File: src/rtl/uart_rx_core_pkg.sv
// rtl/uart_rx_core_pkg.sv - UART receiver state encodings, default line settings, baud divider helper
package uart_rx_core_pkg;

  typedef enum logic [2:0] {
    ST_IDLE  = 3'd0,
    ST_START = 3'd1,
    ST_DATA  = 3'd2,
    ST_STOP  = 3'd3,
    ST_BREAK = 3'd4
  } rx_state_e;

  localparam int DEFAULT_CLK_FREQ   = 100_000_000;
  localparam int DEFAULT_BAUD       = 9600;
  localparam int DEFAULT_OVERSAMPLE = 16;

  // Clocks per oversample tick, rounded to nearest.
  function automatic int calc_div(input int clk_freq, input int baud, input int oversample);
    int den;
    den = baud * oversample;
    return (clk_freq + den / 2) / den;
  endfunction

endpackage

File: src/rtl/uart_baud_tick.sv
// rtl/uart_baud_tick.sv - free-running oversample tick generator, shared with the TX side
module uart_baud_tick
  import uart_rx_core_pkg::*;
#(
  parameter int CLK_FREQ   = DEFAULT_CLK_FREQ,
  parameter int BAUD       = DEFAULT_BAUD,
  parameter int OVERSAMPLE = DEFAULT_OVERSAMPLE
) (
  input  logic clk,
  input  logic rst,
  output logic tick
);

  localparam int DIV = calc_div(CLK_FREQ, BAUD, OVERSAMPLE);
  localparam int CW  = (DIV > 1) ? $clog2(DIV) : 1;
  localparam logic [CW-1:0] CNT_LAST = CW'(DIV - 1);

  logic [CW-1:0] cnt_q, cnt_d;

  always_comb begin
    tick  = (cnt_q == CNT_LAST);
    cnt_d = tick ? '0 : cnt_q + 1'b1;
  end

  always_ff @(posedge clk or posedge rst) begin
    if (rst) cnt_q <= '0;
    else     cnt_q <= cnt_d;
  end

endmodule

File: src/rtl/uart_rx_core.sv
// rtl/uart_rx_core.sv - 8N1 UART receiver, 16x oversampled, mid-bit sampling, false-start and framing checks
module uart_rx_core
  import uart_rx_core_pkg::*;
#(
  parameter int CLK_FREQ   = DEFAULT_CLK_FREQ,
  parameter int BAUD       = DEFAULT_BAUD,
  parameter int OVERSAMPLE = DEFAULT_OVERSAMPLE
) (
  input  logic       clk,
  input  logic       rst,
  input  logic       rx,
  output logic [7:0] rx_data,
  output logic       rx_done,
  output logic       frame_err,
  output logic       rx_busy
);

  localparam logic [3:0] MID_TICK  = 4'(OVERSAMPLE / 2 - 1);
  localparam logic [3:0] LAST_TICK = 4'(OVERSAMPLE - 1);

  logic       tick;
  logic       sync1_q, sync2_q;
  logic       rx_s;
  rx_state_e  state_q, state_d;
  logic [3:0] tick_cnt_q, tick_cnt_d;
  logic [2:0] bit_cnt_q, bit_cnt_d;
  logic [7:0] shift_q, shift_d;
  logic [7:0] rx_data_q, rx_data_d;
  logic       rx_done_q, rx_done_d;
  logic       frame_err_q, frame_err_d;
  logic       rx_busy_q, rx_busy_d;

  uart_baud_tick #(
    .CLK_FREQ  (CLK_FREQ),
    .BAUD      (BAUD),
    .OVERSAMPLE(OVERSAMPLE)
  ) u_tick (
    .clk (clk),
    .rst (rst),
    .tick(tick)
  );

  assign rx_s = sync2_q;

  always_comb begin
    state_d     = state_q;
    tick_cnt_d  = tick_cnt_q;
    bit_cnt_d   = bit_cnt_q;
    shift_d     = shift_q;
    rx_data_d   = rx_data_q;
    rx_done_d   = 1'b0;
    frame_err_d = 1'b0;
    rx_busy_d   = rx_busy_q;
    unique case (state_q)
      ST_IDLE: begin
        rx_busy_d = 1'b0;
        if (!rx_s) begin
          state_d    = ST_START;
          tick_cnt_d = '0;
          rx_busy_d  = 1'b1;
        end
      end
      ST_START: if (tick) begin
        if (tick_cnt_q == MID_TICK) begin
          if (rx_s) begin
            state_d   = ST_IDLE;
            rx_busy_d = 1'b0;
          end else begin
            state_d    = ST_DATA;
            tick_cnt_d = '0;
            bit_cnt_d  = '0;
          end
        end else begin
          tick_cnt_d = tick_cnt_q + 4'd1;
        end
      end
      ST_DATA: if (tick) begin
        if (tick_cnt_q == LAST_TICK) begin
          shift_d    = {rx_s, shift_q[7:1]};
          tick_cnt_d = '0;
          if (bit_cnt_q == 3'd7) state_d = ST_STOP;
          else                   bit_cnt_d = bit_cnt_q + 3'd1;
        end else begin
          tick_cnt_d = tick_cnt_q + 4'd1;
        end
      end
      ST_STOP: if (tick) begin
        if (tick_cnt_q == LAST_TICK) begin
          if (rx_s) begin
            rx_data_d = shift_q;
            rx_done_d = 1'b1;
            state_d   = ST_IDLE;
            rx_busy_d = 1'b0;
          end else begin
            frame_err_d = 1'b1;
            state_d     = ST_BREAK;
          end
        end else begin
          tick_cnt_d = tick_cnt_q + 4'd1;
        end
      end
      // Held-low line after a bad stop bit must not look like a new start.
      ST_BREAK: if (rx_s) begin
        state_d   = ST_IDLE;
        rx_busy_d = 1'b0;
      end
      default: begin
        state_d   = ST_IDLE;
        rx_busy_d = 1'b0;
      end
    endcase
  end

  always_ff @(posedge clk or posedge rst) begin
    if (rst) begin
      sync1_q     <= 1'b1;
      sync2_q     <= 1'b1;
      state_q     <= ST_IDLE;
      tick_cnt_q  <= '0;
      bit_cnt_q   <= '0;
      shift_q     <= '0;
      rx_data_q   <= '0;
      rx_done_q   <= 1'b0;
      frame_err_q <= 1'b0;
      rx_busy_q   <= 1'b0;
    end else begin
      sync1_q     <= rx;
      sync2_q     <= sync1_q;
      state_q     <= state_d;
      tick_cnt_q  <= tick_cnt_d;
      bit_cnt_q   <= bit_cnt_d;
      shift_q     <= shift_d;
      rx_data_q   <= rx_data_d;
      rx_done_q   <= rx_done_d;
      frame_err_q <= frame_err_d;
      rx_busy_q   <= rx_busy_d;
    end
  end

  assign rx_data   = rx_data_q;
  assign rx_done   = rx_done_q;
  assign frame_err = frame_err_q;
  assign rx_busy   = rx_busy_q;

endmodule

File: config.mk
export PLATFORM = sky130hd
export DESIGN_NAME = uart_rx_core
export DESIGN_NICKNAME = d
export VERILOG_FILES = /design/src/rtl/uart_rx_core_pkg.sv /design/src/rtl/uart_baud_tick.sv /design/src/rtl/uart_rx_core.sv
export SDC_FILE = /design/constraint.sdc
export NUM_CORES = 1
export LEC_CHECK = 0
export CAP_MARGIN = 0
export CORE_MARGIN = 1
export CORE_UTILIZATION = 30
export CTS_CLUSTER_DIAMETER = 150
export DETAILED_ROUTE_END_ITERATION = 7
export DONT_BUFFER_PORTS = 1
export GPL_ROUTABILITY_DRIVEN = 0
export SLEW_MARGIN = 20
export SYNTH_ARGS = -nofsm -noshare
export SYNTH_HDL_FRONTEND = slang
export SYNTH_SLANG_ARGS = --single-unit
File: constraint.sdc
create_clock -name clk -period 4.3 [get_ports clk]
set_input_delay 0.86 -clock clk [delete_from_list [all_inputs] [get_ports clk]]
set_output_delay 0.86 -clock clk [all_outputs]
set_load 0.05 [all_outputs]
Word level (Yosys, flattened, before mapping)
Index checks and enable logic that the tools add are counted.

operators by class
  muxes and demuxes = 42
  $mul = 0
  add/sub/neg operators = 3
  bitwise gates (word level) = 1
  divide/modulo/power cells = 0
  magnitude comparators = 0
  equal/unequal tests = 20
  shift-type cells = 0
  reduce and logical (&&, ||, !) cells = 9

operator list
  operator                                       count
  2-to-1 mux 3 bit                               16
  2-to-1 mux 4 bit                               7
  != test 2 bit, second input constant           12
  one-hot mux 4 bit (4 select lines)             1
  one-hot mux 3 bit (5 select lines)             1
  2-to-1 mux 1 bit                               13
  adder 10 x 1 -> 10 bit, second input constant  1
  == test 10 bit, second input constant          1
  2-to-1 mux 10 bit                              1
  AND reduction 5 bit                            2
  AND reduction 9 bit                            1
  AND reduction 7 bit                            1
  == test 3 x 2 -> 1 bit, second input constant  2
  == test 3 bit, second input constant           2
  one-hot mux 3 bit (2 select lines)             1
  one-hot mux 1 bit (5 select lines)             1
  adder 4 x 1 -> 4 bit, second input constant    1
  == test 4 x 3 -> 1 bit, second input constant  1
  == test 4 bit, second input constant           1
  AND reduction 4 bit                            1
  nonzero test 4 bit                             1
  adder 3 x 1 -> 3 bit, second input constant    1
  == test 3 x 1 -> 1 bit, second input constant  1
  logical NOT 3 bit                              1
  4 further kinds                                4

word-level totals
  output and inout bits = 11
  input bits = 3
  register bits = 41
  word-level logic and storage cells = 86
  bits in latches = 0
  RAM bits = 0
  memories kept = 0
  ROM bits = 0

Depth between registers and ports, before layout
  depth after elaboration = 5
  gate-level depth with buffers = 8
  depth with buffers taken out = 6

Cells and area by module
Synthesis repeated with hierarchy kept, for this count alone.

second synthesis, totals
  cell total of the unflattened synthesis = 171
  area, all modules = 2089.5 um^2

by module, submodules not included
  module          area an instance (um^2)  times used  seq. area each (um^2)  cells each
  uart_rx_core    1561.5                   1           778.2                  124
  uart_baud_tick  528.0                    1           250.2                  47

Least setup slack after synthesis
OpenSTA, ideal clock, no wires.

  path kind = reg-to-reg
  start point = reg tick_cnt_q[0]
  end point = reg tick_cnt_q[0]
  path buffers = 0
  clock period less this slack = 1.911 ns
  data required time = 4.145 ns
  library setup time = 0.155 ns
  slack = 2.389 ns
  cell stages (with the launch flop) = 6
  data arrival time = 1.756 ns
  cell sequence = dfrtp_1 ha_1 and3_1 a31o_2 a2111oi_0 mux2i_1

on the way
  cells in the longest elaborated chain, start to end = 4
  elaborated cells between the ends (all ways) = 13
  classes of those cells = add/sub (1); eq/ne (3); mux (8); reduce/logical (1)

RTL lines
  element                                       line                                                        text
  start: declaration                            uart_rx_core.sv:25                                          logic [3:0] tick_cnt_q, tick_cnt_d;
  start signal: assignment                      uart_rx_core.sv:130                                         tick_cnt_q <= tick_cnt_d;
  adder 4 x 1 -> 4 bit (tied with other cells)  uart_rx_core.sv:74, uart_rx_core.sv:84, uart_rx_core.sv:99
  2-to-1 mux 4 bit, on equally long branches    uart_rx_core.sv:88, uart_rx_core.sv:64, uart_rx_core.sv:78
  2-to-1 mux 4 bit, on equally long branches    uart_rx_core.sv:87, uart_rx_core.sv:63, uart_rx_core.sv:77
  one-hot mux 4 bit (4 select lines)            uart_rx_core.sv:54                                          unique case (state_q)

Parallel ways exist; a longest one is shown, timed or not. The select of a mux whose other input is x is not followed.
A chain may end at the register's enable or synchronous reset.

Worst setup path after layout
  start point = reg u_tick.cnt_q[0]
  end point = reg rx_data_q[4], in the netlist rx_data[4]

on the way
  cells in the longest elaborated chain, start to end = 2

RTL lines
  element                               line                  text
  start: declaration                    uart_baud_tick.sv:18  logic [CW-1:0] cnt_q, cnt_d;
  start signal: assignment              uart_baud_tick.sv:27  else cnt_q <= cnt_d;
  == test 10 bit                        uart_baud_tick.sv:21  tick = (cnt_q == CNT_LAST);
  AND reduction 4 bit (no source line)  --
  end signal: assignment                uart_rx_core.sv:133   rx_data_q <= rx_data_d;
  end: declaration                      uart_rx_core.sv:28    logic [7:0] rx_data_q, rx_data_d;

No other way between the ends.

==> impl_metrics.env <==
export IMPL_status="completed"
export IMPL_post_cts_resized=0
export IMPL_ys_flop_type="dfrtp_1"
export IMPL_utilization=0.347
export IMPL_r2r_start="u_tick.cnt_q[0]$_DFF_PP0_"
export IMPL_wl_met1_um=1750
export IMPL_die_area_um2=6790
export IMPL_yosys_warnings=0
export IMPL_drive_gt1_frac=0.213
export IMPL_netlist_area_um2=1940
export IMPL_htreeDepth=2
export IMPL_worstPathMaxFanout=15
export IMPL_worstReg2RegEnd="rx_data[4]$_DFFE_PP0P_"
export IMPL_finalMaxSlewViolations=0
export IMPL_die_w_um=82.4
export IMPL_route_detailed_drc=0
export IMPL_yosys_area_top_type="dfrtp_1"
export IMPL_ant_nets=0
export IMPL_grt_usage=0.118
export IMPL_grt_pass1_wl_um=5980
export IMPL_fmaxAchievable_ghz=0.439
export IMPL_core_area_um2=6100
export IMPL_cp_required_ns=4.48
export IMPL_synth_edf_count=0
export IMPL_cts_max_path_buffers=2
export IMPL_fin_nets=176
export IMPL_period_share=0.529
export IMPL_port_buffers=0
export IMPL_antenna_found_initial=0
export IMPL_overflow=0
export IMPL_ctsHoldBuffers=0
export IMPL_rrSetupSlack_ns=2.02
export IMPL_min_path_cells=0
export IMPL_ir_worst_vdd_v=0.000222
export IMPL_syn_num_nets=176
export IMPL_worstPathArrival_ns=2.46
export IMPL_drt_total_wl_um=3520
export IMPL_path_delay_family="simple AND/OR/NAND/NOR gates"
export IMPL_ys_top_cells_by_area="dfrtp_1 (50%), mux2_2 (9.3%), nor2_1 (3.5%), ha_1 (3.2%), dfstp_2 (2.7%)"
export IMPL_dr_total_vias=1199
export IMPL_clkLatencyLatePin_ns=0.29
export IMPL_netlist_instances=168
export IMPL_async_flop_share=1.00
export IMPL_finClkSkew_ns=0.00573
export IMPL_cap_violations=0
export IMPL_setup_violations=0
export IMPL_grt_pass1_vias=1224
export IMPL_hold_class="flop to flop"
export IMPL_cts_sinks=41
export IMPL_finalSetupTns_ns=0
export IMPL_slew_headroom=0.411
export IMPL_dpl_hpwl_um=2370
export IMPL_fillers=606
export IMPL_critPathBufInv=1
export IMPL_std_cell_rows=28
export IMPL_io_pins=14
export IMPL_start_util=0.318
export IMPL_min_from="sync1_q$_DFF_PP1_"
export IMPL_final_hold_viol_count=0
export IMPL_drt_iter0_markers=78
export IMPL_power_leakage_nw=1.00
export IMPL_synth_cell_types=43
export IMPL_dieHeight_um=82.4
export IMPL_layout_commonest_cell="dfrtp_1"
export IMPL_critPathMaxStageDelay_ns=0.50
export IMPL_synth_seq_cells=41
export IMPL_highest_layer="met4"
export IMPL_crit_chain="inv_1, ha_1, and3b_2, and4_2, and4_1, mux2_2"
export IMPL_antenna_cells=0
export IMPL_postCtsSetupBuffers=0
export IMPL_cts_inserted_buffers=5
export IMPL_hold_end="rx_s$_DFF_PP1_"
export IMPL_rsz0062_at_grt="no"
export IMPL_cts_tree="yes"
export IMPL_cts_root_buf="clkbuf_8"
export IMPL_setup_worst_path_end_class="flop"
export IMPL_start_kind="flop"
export IMPL_fin_crit_ns=2.28
export IMPL_max_slew_worst_pin_slew_ns=0.861
export IMPL_synth_top_area_frac=0.503
export IMPL_area_growth_pct=8.90
export IMPL_wl_met2_um=1650
export IMPL_firstDrtPassIters=4
export IMPL_syn_avg_cell_area_um2=11.6
export IMPL_slowest_stage="and4_1"
export IMPL_reg2regPathDepth=6
export IMPL_grt_max_degree=42
export IMPL_critPathKind="flop to flop"
export IMPL_vias_per_cell=4.91
export IMPL_wl_per_cell_um=14.4
export IMPL_yosysSeqAreaShare=0.530
export IMPL_clk_pin_slew_ns=0.08
export IMPL_layout_common_cells="dfrtp_1 (39), nor2_1 (18), mux2_2 (16)"
export IMPL_hold_ws_ns=0.359
export IMPL_power_density_nw_per_um2=366
export IMPL_met3_length_um=105
==> power breakdown <==
| group | switching [W] | internal (W) | leakage [nW] |
|---|---|---|---|
| clock network | 0.000142 | 0.000234 | 0.0687 |
| logic | 0.00000822 | 0.00000141 | 0.390 |
| registers | 0.00000146 | 0.000387 | 0.541 |
==> cells by family (layout without fill, tap and decap cells) <==
family | count (synthesis) | after routing | share of synthesized area
adders and majority gates | 5 | 5 | 0.0322
muxes | 20 | 20 | 0.116
xor gates and xnor gates | 10 | 10 | 0.0451
DFF | 41 | 41 | 0.530
and+or+nand+nor | 60 | 60 | 0.163
AOI/OAI and AO/OA | 17 | 17 | 0.0658
buffers and inverters | 15 | 16 | 0.0477
==> flip-flops by register name (all words and copies together) (netlist names) <==
register and cells:
u_tick.cnt_q 10, rx_data 8, shift_q 8, tick_cnt_q 4
bit_cnt_q 3, state_q 3, frame_err 1, rx_busy 1
rx_done 1, rx_s 1, sync1_q 1
==> final cells by class <==
type | count | area, um^2 | share of cell area
Tap cell | 75 | 93.8 | 0.0444
Timing Repair Buffer | 1 | 7.51 | 0.00355
Sequential cell | 41 | 1030 | 0.487
Clock buffer | 5 | 68.8 | 0.0326
Clock inverter | 3 | 68.8 | 0.0326
Inverter | 7 | 26.3 | 0.0124
Multi-Input combinational cell | 112 | 820 | 0.388
==> through the flow <==
stage	cells	worst slack [ns]	total power [W]	cell area (um^2)
6_report	244	2.02	0.000773	2110
5_1_grt	244	1.80	0.000799	2110
4_1_cts	244	1.99	0.000786	2110
3_5_place_dp	236	1.99	0.000406	1980
3_3_place_gp	236	2.08	0.000406	1980
2_1_floorplan	168	2.39	0.000403	1940
==> worst reg2reg max path, delay by kind of cell (launching register included) <==
| family | cells | cell delay (ns) |
|---|---|---|
| adder cells (fa/ha/maj) | 1 | 0.14 |
| buffers and inverters | 1 | 0.08 |
| multiplexers | 1 | 0.39 |
| flip-flops | 1 | 0.43 |
| AND/OR/NAND/NOR | 3 | 1.13 |
==> synth_stat cells, types with 2 or more instances <==
| cell type | n |
|---|---|
| ha_1 | 5 |
| nand3_1 | 6 |
| nor4_1 | 2 |
| xor2_1 | 5 |
| inv_1 | 7 |
| nand4_1 | 2 |
| mux2i_1 | 3 |
| xnor2_1 | 5 |
| o211ai_1 | 2 |
| nand2_1 | 13 |
| and3_1 | 4 |
| buf_2 | 2 |
| clkbuf_8 | 3 |
| clkbuf_1 | 2 |
| dfstp_2 | 2 |
| o2bb2ai_1 | 2 |
| nor3_1 | 4 |
| nor2b_1 | 3 |
| o21ai_0 | 2 |
| nor2_1 | 18 |
| dfrtp_1 | 39 |
| mux2_2 | 16 |
==> worst max path at each step <==
stage,endpoint,cells past startpoint,from,slack (ns)
after floorplan,tick_cnt_q[0]$_DFFE_PP0P_,5,tick_cnt_q[0]$_DFFE_PP0P_,2.39
after global placement,rx_data[2]$_DFFE_PP0P_,6,u_tick.cnt_q[0]$_DFF_PP0_,2.08
after detailed placement,tick_cnt_q[0]$_DFFE_PP0P_,5,tick_cnt_q[0]$_DFFE_PP0P_,1.99
after CTS,tick_cnt_q[0]$_DFFE_PP0P_,5,tick_cnt_q[0]$_DFFE_PP0P_,1.99
after global routing,tick_cnt_q[0]$_DFFE_PP0P_,5,tick_cnt_q[0]$_DFFE_PP0P_,1.80
final,rx_data[4]$_DFFE_PP0P_,6,u_tick.cnt_q[0]$_DFF_PP0_,2.02
==> routing by layer <==
layer / vias to the layer above / GRT usage
met5: - / 0
met4: 0 / 0.0421
met3: 2 / 0.0341
met2: 12 / 0.184
met1: 599 / 0.155
li1: 586 / -
(Power assumes the default switching activity.)
